## src/rtl/instr_fetch_pkg.sv

```systemverilog
// Shared fetch/decode constants: opcode encodings, field positions, PC increment.
package instr_fetch_pkg;

    typedef enum logic [5:0] {
        OP_RTYPE = 6'b000001,
        OP_SW    = 6'b000010,
        OP_LW    = 6'b000100
    } opcode_e;

    localparam logic [5:0]  FUNCT_ADD = 6'b100000;
    localparam logic [31:0] PC_STEP   = 32'd4;

    localparam int unsigned OPCODE_MSB = 31;
    localparam int unsigned OPCODE_LSB = 26;
    localparam int unsigned FUNCT_MSB  = 5;
    localparam int unsigned FUNCT_LSB  = 0;

    function automatic logic is_legal_opcode(input logic [5:0] op);
        return (op == OP_RTYPE) || (op == OP_LW) || (op == OP_SW);
    endfunction

endpackage

```

## src/rtl/instr_fetch_fifo.sv

```systemverilog
// Two-entry queue with push/pop/clear; push into a full queue is accepted only
// alongside a pop.
module fetch_fifo #(
    parameter int unsigned     WIDTH     = 32,
    parameter logic [WIDTH-1:0] RESET_VAL = '0
) (
    input  logic             clk_i,
    input  logic             rst_ni,
    input  logic             push_i,
    input  logic             pop_i,
    input  logic             clear_i,
    input  logic [WIDTH-1:0] data_i,
    output logic [WIDTH-1:0] head_o,
    output logic [1:0]       count_o
);
    logic [WIDTH-1:0] mem_q [2];
    logic             wr_ptr_q, rd_ptr_q;
    logic [1:0]       count_q, count_d;
    logic             do_push, do_pop;

    assign do_pop  = pop_i && (count_q != 2'd0);
    assign do_push = push_i && ((count_q != 2'd2) || do_pop);

    always_comb begin
        count_d = count_q + 2'(do_push) - 2'(do_pop);
    end

    always_ff @(posedge clk_i or negedge rst_ni) begin
        if (!rst_ni) begin
            mem_q[0] <= RESET_VAL;
            mem_q[1] <= RESET_VAL;
            wr_ptr_q <= 1'b0;
            rd_ptr_q <= 1'b0;
            count_q  <= '0;
        end else if (clear_i) begin
            wr_ptr_q <= 1'b0;
            rd_ptr_q <= 1'b0;
            count_q  <= '0;
        end else begin
            if (do_push) begin
                mem_q[wr_ptr_q] <= data_i;
                wr_ptr_q        <= !wr_ptr_q;
            end
            if (do_pop) begin
                rd_ptr_q <= !rd_ptr_q;
            end
            count_q <= count_d;
        end
    end

    assign head_o  = mem_q[rd_ptr_q];
    assign count_o = count_q;

endmodule

```

## src/rtl/instr_fetch.sv

```systemverilog
// Instruction fetch: sequential PC generation, credit-limited imem requests,
// 2-entry instruction queue towards decode, flush/redirect with response discard.
module instr_fetch #(
    parameter logic [31:0] RESET_PC = 32'h0000_0000,
    parameter logic [31:0] PC_STEP  = instr_fetch_pkg::PC_STEP,
    parameter int unsigned DEPTH    = 2
) (
    input  logic        instr_fetch_clk,
    input  logic        instr_fetch_rst_n,
    output logic        instr_fetch_imem_req,
    output logic [31:0] instr_fetch_imem_addr,
    input  logic        instr_fetch_imem_gnt,
    input  logic        instr_fetch_imem_rvalid,
    input  logic [31:0] instr_fetch_imem_rdata,
    input  logic        instr_fetch_flush,
    input  logic [31:0] instr_fetch_redirect_pc,
    output logic        instr_fetch_id_valid,
    input  logic        instr_fetch_id_ready,
    output logic [31:0] instr_fetch_id_instr,
    output logic [31:0] instr_fetch_id_pc,
    output logic [5:0]  instr_fetch_opcode,
    output logic [5:0]  instr_fetch_funct,
    output logic        instr_fetch_illegal
);
    import instr_fetch_pkg::*;

    logic [31:0] pc_q, pc_d;
    logic [1:0]  outst_q, outst_d;
    logic [1:0]  discard_q, discard_d;
    logic [1:0]  iq_count, pcq_count;
    logic [63:0] iq_head;
    logic [31:0] rsp_pc;
    logic [2:0]  credits_used;
    logic        handshake, accept, pop;

    // Credits count both in-flight requests and buffered words, so a response
    // can never land in a full queue.
    assign credits_used = {1'b0, outst_q} + {1'b0, iq_count};
    assign instr_fetch_imem_req  = instr_fetch_rst_n && !instr_fetch_flush &&
                                   (credits_used < 3'(DEPTH));
    assign instr_fetch_imem_addr = pc_q;

    assign handshake = instr_fetch_imem_req && instr_fetch_imem_gnt;
    assign accept    = instr_fetch_imem_rvalid && !instr_fetch_flush &&
                       (discard_q == 2'd0) && (pcq_count != 2'd0);
    assign pop       = instr_fetch_id_valid && instr_fetch_id_ready && !instr_fetch_flush;

    always_comb begin
        pc_d      = pc_q;
        outst_d   = outst_q + 2'(handshake) - 2'(instr_fetch_imem_rvalid);
        discard_d = discard_q;
        if (instr_fetch_flush) begin
            pc_d      = instr_fetch_redirect_pc;
            discard_d = outst_q - 2'(instr_fetch_imem_rvalid);
        end else begin
            if (handshake) begin
                pc_d = pc_q + PC_STEP;
            end
            if (instr_fetch_imem_rvalid && (discard_q != 2'd0)) begin
                discard_d = discard_q - 2'd1;
            end
        end
    end

    always_ff @(posedge instr_fetch_clk or negedge instr_fetch_rst_n) begin
        if (!instr_fetch_rst_n) begin
            pc_q      <= RESET_PC;
            outst_q   <= '0;
            discard_q <= '0;
        end else begin
            pc_q      <= pc_d;
            outst_q   <= outst_d;
            discard_q <= discard_d;
        end
    end

    fetch_fifo #(
        .WIDTH     (32),
        .RESET_VAL ('0)
    ) u_pc_queue (
        .clk_i   (instr_fetch_clk),
        .rst_ni  (instr_fetch_rst_n),
        .push_i  (handshake),
        .pop_i   (accept),
        .clear_i (instr_fetch_flush),
        .data_i  (pc_q),
        .head_o  (rsp_pc),
        .count_o (pcq_count)
    );

    fetch_fifo #(
        .WIDTH     (64),
        .RESET_VAL ({32'h0000_0000, RESET_PC})
    ) u_instr_queue (
        .clk_i   (instr_fetch_clk),
        .rst_ni  (instr_fetch_rst_n),
        .push_i  (accept),
        .pop_i   (pop),
        .clear_i (instr_fetch_flush),
        .data_i  ({instr_fetch_imem_rdata, rsp_pc}),
        .head_o  (iq_head),
        .count_o (iq_count)
    );

    assign instr_fetch_id_valid = (iq_count != 2'd0);
    assign instr_fetch_id_instr = iq_head[63:32];
    assign instr_fetch_id_pc    = iq_head[31:0];
    assign instr_fetch_opcode   = instr_fetch_id_instr[OPCODE_MSB:OPCODE_LSB];
    assign instr_fetch_funct    = instr_fetch_id_instr[FUNCT_MSB:FUNCT_LSB];
    assign instr_fetch_illegal  = instr_fetch_id_valid && !is_legal_opcode(instr_fetch_opcode);

endmodule

```

## config.mk

```make
export PLATFORM = sky130hd
export DESIGN_NAME = instr_fetch
export DESIGN_NICKNAME = d
export VERILOG_FILES = /design/src/rtl/instr_fetch_pkg.sv /design/src/rtl/instr_fetch_fifo.sv /design/src/rtl/instr_fetch.sv
export SDC_FILE = /design/constraint.sdc
export NUM_CORES = 1
export LEC_CHECK = 0
export CAP_MARGIN = 30
export CORE_MARGIN = 10
export CORE_UTILIZATION = 50
export DETAILED_ROUTE_END_ITERATION = 16
export GPL_TIMING_DRIVEN = 1
export PLACE_DENSITY = 0.79
export SLEW_MARGIN = 20
export SYNTH_ARGS = -nofsm -noshare
export SYNTH_HDL_FRONTEND = slang
export SYNTH_HIERARCHICAL = 1
export SYNTH_SLANG_ARGS = --single-unit
```

## constraint.sdc

```tcl
create_clock -name instr_fetch_clk -period 3.9 [get_ports instr_fetch_clk]
set_clock_uncertainty 0.05 [all_clocks]
set_input_delay 0.39 -clock instr_fetch_clk [delete_from_list [all_inputs] [get_ports instr_fetch_clk]]
set_output_delay 0.39 -clock instr_fetch_clk [all_outputs]
set_load 0.02 [all_outputs]
```

# Word level (Yosys, flattened, before mapping)
# Cells that the tools add are included.
[op_classes]
n_addsub = 10
order_cmp = 7
n_eq_ne = 5
mux = 26
n_bitwise = 5
n_reduce_logical = 38
[ops]
columns = ["op", "n"]
rows = [
  ["$mux 64", 4],
  ["$mux 32", 6],
  ["$bwmux 128", 1],
  ["$bwmux 64", 1],
  ["$demux 64 s1", 1],
  ["$add 32x3->32 const B", 1],
  ["$demux 32 s1", 1],
  ["$reduce_bool 2->1", 9],
  ["$logic_and 1x1->1", 16],
  ["$ge 2x2->1 const B", 4],
  ["$mux 1", 8],
  ["$mux 2", 4],
  ["$not 1->2", 4],
  ["$sub 2x1->2", 4],
  ["$add 2x1->2", 3],
  ["$eq 6x1->1 const B", 1],
  ["$eq 6x2->1 const B", 1],
  ["$eq 6x3->1 const B", 1],
  ["$logic_not 1->1", 6],
  ["$logic_or 1x1->1", 4],
  ["$lt 2x1->1 const B", 2],
  ["$ne 2x2->1 const B", 2],
  ["$reduce_and 2->1", 2],
  ["$add 2x2->3", 1],
  ["4 further kinds", 4],
]
[totals]
regBits = 236

# Logic depth before layout (Yosys ltp)
# Gate-level depths: netlist (run 1).
[depth]
word_depth = 10
ltp_mapped = 12
mapped_depth_nobuf = 11

# By module
# The synthesis (run 1) kept the hierarchy.
[modules_own_cells]
columns = ["mod", "instances", "cells_each", "area_each_um2"]
rows = [
  ["fetch_fifo at u_instr_queue", 1, 363, 5969.5],
  ["fetch_fifo at u_pc_queue", 1, 193, 3096.7],
  ["instr_fetch", 1, 258, 2255.9],
]

# Worst setup path after synthesis (run 1)
# No wires, ideal clock.
[synth_path]
kind = "reg2reg"
startpoint = "register u_instr_queue.count_q[0] (netlist: u_instr_queue/count_o[0])"
endpoint = "register u_pc_queue/mem_q[10] in the netlist's numbering"
arrival_time_ns = 2.628
t_required_ns = 3.725
slack_ns = 1.097
stages_incl_launch_ff = 11
n_path_buf = 3
period_less_slack_ns = 2.803
cell_sequence = "dfrtp_1 and2_1 fa_1 and4bb_2 clkbuf_1 nand2_1 inv_1 and4b_1 buf_6 buf_6 mux2_4"
[synth_via]
elab_chain_len = 6
[synth_rtl]
columns = ["element", "line_no", "rtl"]
rows = [
  ["from (decl)", "instr_fetch_fifo.sv:18", "logic [1:0] count_q, count_d;"],
  ["from (signal assigned)", "instr_fetch_fifo.sv:47", "count_q <= count_d;"],
  ["$add 2x2->3", "instr_fetch.sv:38", "assign credits_used = {1'b0, outst_q} + {1'b0, iq_count};"],
  ["$lt 3x2->1", "instr_fetch.sv:40", "(credits_used < 3'(DEPTH));"],
  ["$logic_and 1x1->1", "instr_fetch.sv:39", "assign instr_fetch_imem_req = instr_fetch_rst_n && !instr_fetch_flush &&"],
  ["$logic_and 1x1->1", "instr_fetch.sv:43", "assign handshake = instr_fetch_imem_req && instr_fetch_imem_gnt;"],
  ["net handshake", "instr_fetch.sv:34", "logic handshake, accept, pop;"],
  ["$logic_and 1x1->1", "instr_fetch_fifo.sv:22", "assign do_push = push_i && ((count_q != 2'd2) || do_pop);"],
  ["$reduce_and 2->1 (no line)", "n/a", ""],
  ["to (signal, indexed assignment)", "instr_fetch_fifo.sv:41", "mem_q[wr_ptr_q] <= data_i;"],
  ["to (decl)", "instr_fetch_fifo.sv:16", "logic [WIDTH-1:0] mem_q [2];"],
]
# The timed path passes the listed nets, and every way through them passes these cells.
# A chain may end at the register's enable or synchronous reset.

# Worst setup path in the final report (run 1)
[layout_path]
startpoint = "input port instr_fetch_rst_n"
endpoint = "output port instr_fetch_imem_req"
[layout_via]
elab_chain_len = 2
[layout_rtl]
columns = ["element", "line_no", "rtl"]
rows = [
  ["from (decl)", "instr_fetch.sv:9", "input logic instr_fetch_rst_n,"],
  ["$logic_and 1x1->1 (2 in series)", "instr_fetch.sv:39", ""],
  ["to (decl)", "instr_fetch.sv:10", "output logic instr_fetch_imem_req,"],
]
# Every way passes these cells.

==> results of run 1 <==
-- cell usage in the layout (no fill, tap or decap), types with 13 or more instances in the layout --
master,synthesis,layout
clkbuf_16,0,27
dfrtp_1,236,234
inv_1,13,13
o21ai_0,20,20
buf_4,17,18
mux2_2,196,196
or4_1,14,14
nand2_1,23,23
clkdlybuf4s50_1,0,179
nor2_1,30,30
a31oi_1,19,19
mux2_4,90,90
-- kinds of logic (layout without fill, tap and decap cells) --
family                     Yosys count  after routing
muxes                              291            291
DFF                                236            236
and+or+nand+nor                    123            123
buffers and inverters               72            257
AOI/OAI and AO/OA                   63             63
xor gates and xnor gates            19             19
adders and majority gates           10             10
-- sequential cells by signal (all words and copies together), names as in the netlist, 2 cells and up --
register and cells:
u_instr_queue/count_o 2, outst_q 2, discard_q 2, instr_fetch_imem_addr 32, u_instr_queue/mem_q 128, u_pc_queue/mem_q 64
u_pc_queue/count_o 2
-- layout make-up --
cell class / count / share of cell area
well taps: 285 / 0.0252
clock buffers: 35 / 0.0520
repair buffers: 201 / 0.141
clock inverters: 7 / 0.00645
flip-flops and latches: 236 / 0.418
multi-input cells: 506 / 0.354
inverters: 14 / 0.00371
-- worst min path at each step --
stage,start,end,cells after the start
final,instr_fetch_rst_n,u_instr_queue/mem_q[86]$_DFFE_PN0P_,2
after global routing,instr_fetch_rst_n,u_instr_queue/mem_q[86]$_DFFE_PN0P_,2
after CTS,instr_fetch_rst_n,u_instr_queue/mem_q[86]$_DFFE_PN0P_,2
after detailed placement,instr_fetch_rst_n,u_instr_queue/mem_q[86]$_DFFE_PN0P_,1
after global placement,instr_fetch_rst_n,u_instr_queue/mem_q[86]$_DFFE_PN0P_,1
after floorplan,instr_fetch_rst_n,discard_q[0]$_DFFE_PN0P_,0
-- power by group through the flow --
stage / clock, mW / combinational [mW] / sequential [mW]
6_report: 2.40 / 1.57 / 3.06
5_1_grt: 2.54 / 1.70 / 3.11
4_1_cts: 2.45 / 1.60 / 3.06
3_5_place_dp: 0 / 1.59 / 3.10
3_3_place_gp: 0 / 1.55 / 3.08
2_1_floorplan: 0 / 0.962 / 3.05
-- routing by layer --
metal	part of all wire	GRT usage	up-vias
met1	0.43	0.230	3616
met2	0.50	0.319	135
li1	-	-	3278
met4	0.015	0.0366	0
met3	0.052	0.0417	34
met5	0	0	-
-- timing repair --
| item | CTS | global route |
|---|---|---|
| hold buffers | 1 | 0 |
| endpoints found under the setup margin | 0 | 0 |
| resized for setup | 0 | 0 |
| endpoints found under the hold margin | 48 | 0 |
==> metrics.txt, run 1 <==
outcome completed; worst-path fanout max 58; top post-synthesis cells by count dfrtp_1 (236), mux2_2 (196), mux2_4 (90), nor2_1 (30), clkbuf_1 (24); Avg Inst Size Synth 13.9 µm²; CP Launch Type input port; Fill cells 1699; total placed instance area about 0.013 mm²; Req. time, crit path 3.46 ns; Reg2Reg Depth 8; Final Max Slew Viols 0; initial antenna violation count 0; n_diodes 0; routed length per instance 20.9 µm; Synth Area in XOR/XNOR 0.0147; postcts setup bufs 0; Detailed Routing Iterations Pass 1 4; utilization after layout 0.631; Worst Path Buf+Inv 4; yosys warns 6; Iteration-0 DRC Markers 417; critical path's slowest cell buf_4; CTS tree built; post-synth top area share 0.522; Tmin final between 3 and 4 ns; RD Place Congestion 0.761; Max Cap Viol 0; core area 0.0224 mm²; DR vias/cell approximately 5.5; die area a little under 0.03 mm²; pwr/cell area 497 mW/mm²; largest net degree at the start of global routing 69; Gate power share 0.224; RSZ-0062 raised after global routing no; Routed Antenna Nets 0; Seq. cell area 0.00591 mm²; CP max stage delay 0.66 ns; vias in the first global route about 7700; Simple-Gate Fraction of Synth Area 0.0598; grt ovf 0; Tot GR Track Use 0.184; Port Buf Inserts 180; Clock Latency Late Sink between 0.5 and 0.6 ns; Achievable Freq 298 MHz; largest area contributor in the netlist dfrtp_1; CTS Buffer Depth 3; Routed WL 26.8 mm; Switching Power 1.91 mW; Relative slew margins 0.433; Finished Layout Cells 1284; area of the multi-input gates 0.00501 mm²; CTS Root Cell clkbuf_16; top-count cell post-synth dfrtp_1; Clock power frac 0.341; Critical R2R Capture u_pc_queue/mem_q[41]$_DFFE_PN0P_; Cell Area, Synth 0.0113 mm²; Initial Util 0.505; Synth Net Count between 800 and 900; post-synth cell types between 40 and 50; cells after synthesis 814; sequential area share after synthesis 0.522; global-route wire length before repair about 43 mm; Synth Flop Type dfrtp_1; CTS Buf Count 26; placed insts 1241; Site Rows 55; critical path arrival approximately 2.9 ns; Post-synth ARST share 1.00; Reg clk slew, reported paths 0.06 ns; Post-synth EDFFs 0; total power around 7.0 mW; HP Class input port to asynchronous set/reset pin; IO Count 181; final setup fails 0; setup_tns 0 ns; Seq pwr share 0.435; final instance area 0.0142 mm²; mux cell area share after synthesis 0.319; Via Count just over 7000; Die X approximately 170 µm; number of remaining DRC errors 0; final hold violation count 0; critical path class input port to primary output; largest family of logic cells by synthesized area multiplexers; reg2reg start u_instr_queue/count_o[0]$_DFF_PN0_; slack of the critical path 0.539 ns; CP startpoint instr_fetch_rst_n; share of cells above drive strength 1 0.357; Worst Max-Slew Pin Slew 0.851 ns; Tcrit/Tclk final 0.862; Synth Area in Adders 0.0117; Critical Path End Type primary output; post-synthesis register bit count ~240; hold_ws ~0.31 ns; H-tree depth 1; Synth Area in Compound Gates 0.0356; Final #Nets approximately 1100; Die Y around 170 µm; Post-Place Setup Slack between 0.7 and 0.8 ns; sw frac 0.271; CTS Sinks 236; crit path to instr_fetch_imem_req; critical path, cell by cell dlygate4sd3_1, buf_8, buf_4, and3_1, clkdlybuf4s50_1; DP HPWL roughly 18 mm; critical path's top delay family buffers and inverters; P&R area growth vs syn 25.0%; Reg2Reg Setup Slack 0.71 ns; Power Internal 5.13 mW; top post-synthesis cells by area dfrtp_1 (52%), mux2_2 (19%), mux2_4 (12%); critical path depth 5; Leakage 6.45 nW; Peak supply drop 0.329 mV
No activity file was read; power rests on OpenSTA's default activity.
==> run 2, diff against run 1 <==
--- a/config.mk
+++ b/config.mk
@@ -5,12 +5,12 @@
 export SDC_FILE = /design/constraint.sdc
 export NUM_CORES = 1
 export LEC_CHECK = 0
-export CAP_MARGIN = 30
 export CORE_MARGIN = 10
-export CORE_UTILIZATION = 50
+export CORE_UTILIZATION = 54
 export DETAILED_ROUTE_END_ITERATION = 16
 export GPL_TIMING_DRIVEN = 1
-export PLACE_DENSITY = 0.79
+export PLACE_DENSITY = 0.84
+export SKIP_LAST_GASP = 1
 export SLEW_MARGIN = 20
 export SYNTH_ARGS = -nofsm -noshare
 export SYNTH_HDL_FRONTEND = slang
==> run 2 against run 1 <==
Compared with the run above: count of clock-buffer cells in the layout is 5 higher; first-iteration DRC count is 13% higher; flip-flop and latch count stayed put; die area is 6.6% lower; design area is 0.43% higher; combinational power hardly changed; via count is 1.6% higher; utilization is 6.5 points higher; setup slack better by 0.28 ns; critical path depth is 1 higher; sequential power hardly changed; largest power group unchanged.
==> metrics.txt, run 2 (synthesis results as in run 1) <==
outcome completed; share of cells above drive strength 1 0.360 (+0.00292); final hold violation count 0 (unchanged); n_diodes 0 (unchanged); Reg with most FFs u_instr_queue/mem_q; H-tree depth 1 (unchanged); initial antenna violation count 0 (unchanged); number of remaining DRC errors 0 (unchanged); Peak supply drop 0.398 mV (+21%); Worst Max-Slew Pin Slew 0.920 ns (+0.0687 ns); CTS Root Cell clkbuf_16; Via Count 7177 (+1.6%); vias in the first global route 7669 (-0.35%); CTS Buffer Depth 3 (unchanged); Tmin final 3.08 ns (-0.277 ns); Final Max Slew Viols 0 (unchanged); RD Place Congestion 0.816 (+7.4%); most frequent cells in the layout dfrtp_1 (235), mux2_2 (196), clkdlybuf4s50_1 (179); final setup fails 0 (unchanged); max reg flops 128 (unchanged); Leakage 6.49 nW (+0.60%); die area 0.0272 mm² (-6.6%); global-route wire length before repair 42.5 mm (-1.5%); Relative slew margins 0.387 (-0.0458); Tcrit/Tclk final 0.791 (-0.0711); Die Y 165 µm (-3.3%); Port Buf Inserts 180 (unchanged); Routed WL 26.6 mm (-0.86%); Req. time, crit path 3.46 ns (about the same); CTS tree built; worst-path fanout max 14 (-76%); CTS Sinks 236 (unchanged); Site Rows 52 (-5.5%); most common cell after layout, fill and taps aside dfrtp_1; postcts setup bufs 0 (unchanged); Die X 165 µm (-3.3%); CTS Buf Count 26 (unchanged); largest net degree at the start of global routing 77 (+12%); Critical Path End Type primary output; Tot GR Track Use 0.194 (+0.0102); RSZ-0062 raised after global routing no; Achievable Freq 324 MHz (+9.0%); IO Count 181 (unchanged); hold_ws 0.257 ns (-0.0562 ns); Initial Util 0.554 (+0.0495); DP HPWL 18.0 mm (-1.5%); grt ovf 0 (unchanged); critical path arrival 2.64 ns (-0.28 ns); Detailed Routing Iterations Pass 1 4 (unchanged); P&R area growth vs syn 25.5%; critical path class flip-flop to primary output; routed length per instance 20.9 µm (about the same); setup_tns 0 ns (unchanged); Max Cap Viol 0 (unchanged); CP Launch Type flip-flop; HP Class input port to asynchronous set/reset pin; Routed Antenna Nets 0 (unchanged); core area 0.0204 mm² (-8.9%); pwr/cell area 500 mW/mm² (+0.54%); Clock Latency Late Sink 0.52 ns (about the same); Reg clk slew, reported paths 0.06 ns (about the same); Iteration-0 DRC Markers 473 (+13%); DR vias/cell 5.64 (+2.6%); Final #Nets 1062 (-0.28%)
run 2: cell types whose count changed in the layout (fill, tap and decap cells not counted), moves of 2 or more:
cell / before / now
clkbuf_8: 3 / 10
clkinv_2: 4 / 6
buf_4: 18 / 12
buf_12: 2 / 5
clkbuf_1: 5 / 3
run 2: critical path, stage by stage (launching register included):
cell and delay (ns):
dfrtp_4 0.54, mux2_2 0.41, xor2_1 0.16, o21ai_0 0.18
nor4_1 0.07, nor2_1 0.10, clkdlybuf4s50_1 0.65
run 2: power by group:
group	internal (mW)	leakage (nW)	switching (mW)
sequential	2.82	3.13	0.246
combinational	0.873	2.90	0.689
clock	1.52	0.450	0.967
total	5.21	6.49	1.90
run 2: area by class of cell:
| class | count | area (µm²) |
|---|---|---|
| repair buffers | 198 | 2010 |
| well taps | 270 | 338 |
| inverters | 14 | 52.6 |
| multi-input cells | 506 | 5010 |
| fillers | 1447 | 6210 |
| clock buffers | 40 | 825 |
| flip-flops and latches | 236 | 5910 |
| clock inverters | 8 | 68.8 |
run 2: timing repair:
action / in CTS / in global routing
resized for setup: 0 / 0
endpoints found under the setup margin: 0 / 0
endpoints found under the hold margin: 26 / 0
hold buffers: 1 / 0
run 2: per-stage QoR:
stage / power [mW] / utilization / std cells / cell area [µm²] / worst slack (ns)
6_report: 7.11 / 0.696 / 1272 / 14200 / 0.816
5_1_grt: 7.45 / 0.696 / 1272 / 14200 / 0.650
4_1_cts: 7.18 / 0.696 / 1272 / 14200 / 0.784
3_5_place_dp: 4.67 / 0.652 / 1223 / 13300 / 0.932
3_3_place_gp: 4.60 / 0.652 / 1223 / 13300 / 0.989
2_1_floorplan: 4.02 / - / 814 / 11300 / 1.10
run 2: final timing paths:
check / startpoint / to / slack, ns / depth (start not counted)
min in group instr_fetch_clk: instr_fetch_redirect_pc[22] / instr_fetch_imem_addr[22]$_DFFE_PN0P_ / 0.38 / 3
max in group asynchronous: instr_fetch_rst_n / u_pc_queue/mem_q[37]$_DFFE_PN0P_ / 1.57 / 4
worst min-delay path: instr_fetch_rst_n / instr_fetch_imem_addr[24]$_DFFE_PN0P_ / 0.26 / 2
worst max register to register: u_instr_queue/count_o[0]$_DFF_PN0_ / instr_fetch_imem_addr[19]$_DFFE_PN0P_ / 0.94 / 7
worst max-delay path: u_instr_queue/rd_ptr_q$_DFFE_PN0P_ / instr_fetch_illegal / 0.82 / 6
worst min register to register: u_instr_queue/mem_q[2]$_DFFE_PN0P_ / u_instr_queue/mem_q[2]$_DFFE_PN0P_ / 0.43 / 1
run 2: metal layers:
layer / GRT usage / up-vias / routed length, µm
met1: 0.254 / 3701 / 11300
li1: - / 3270 / -
met4: 0.0467 / 0 / 517
met5: 0 / - / 0
met2: 0.323 / 166 / 13200
met3: 0.0398 / 40 / 1540
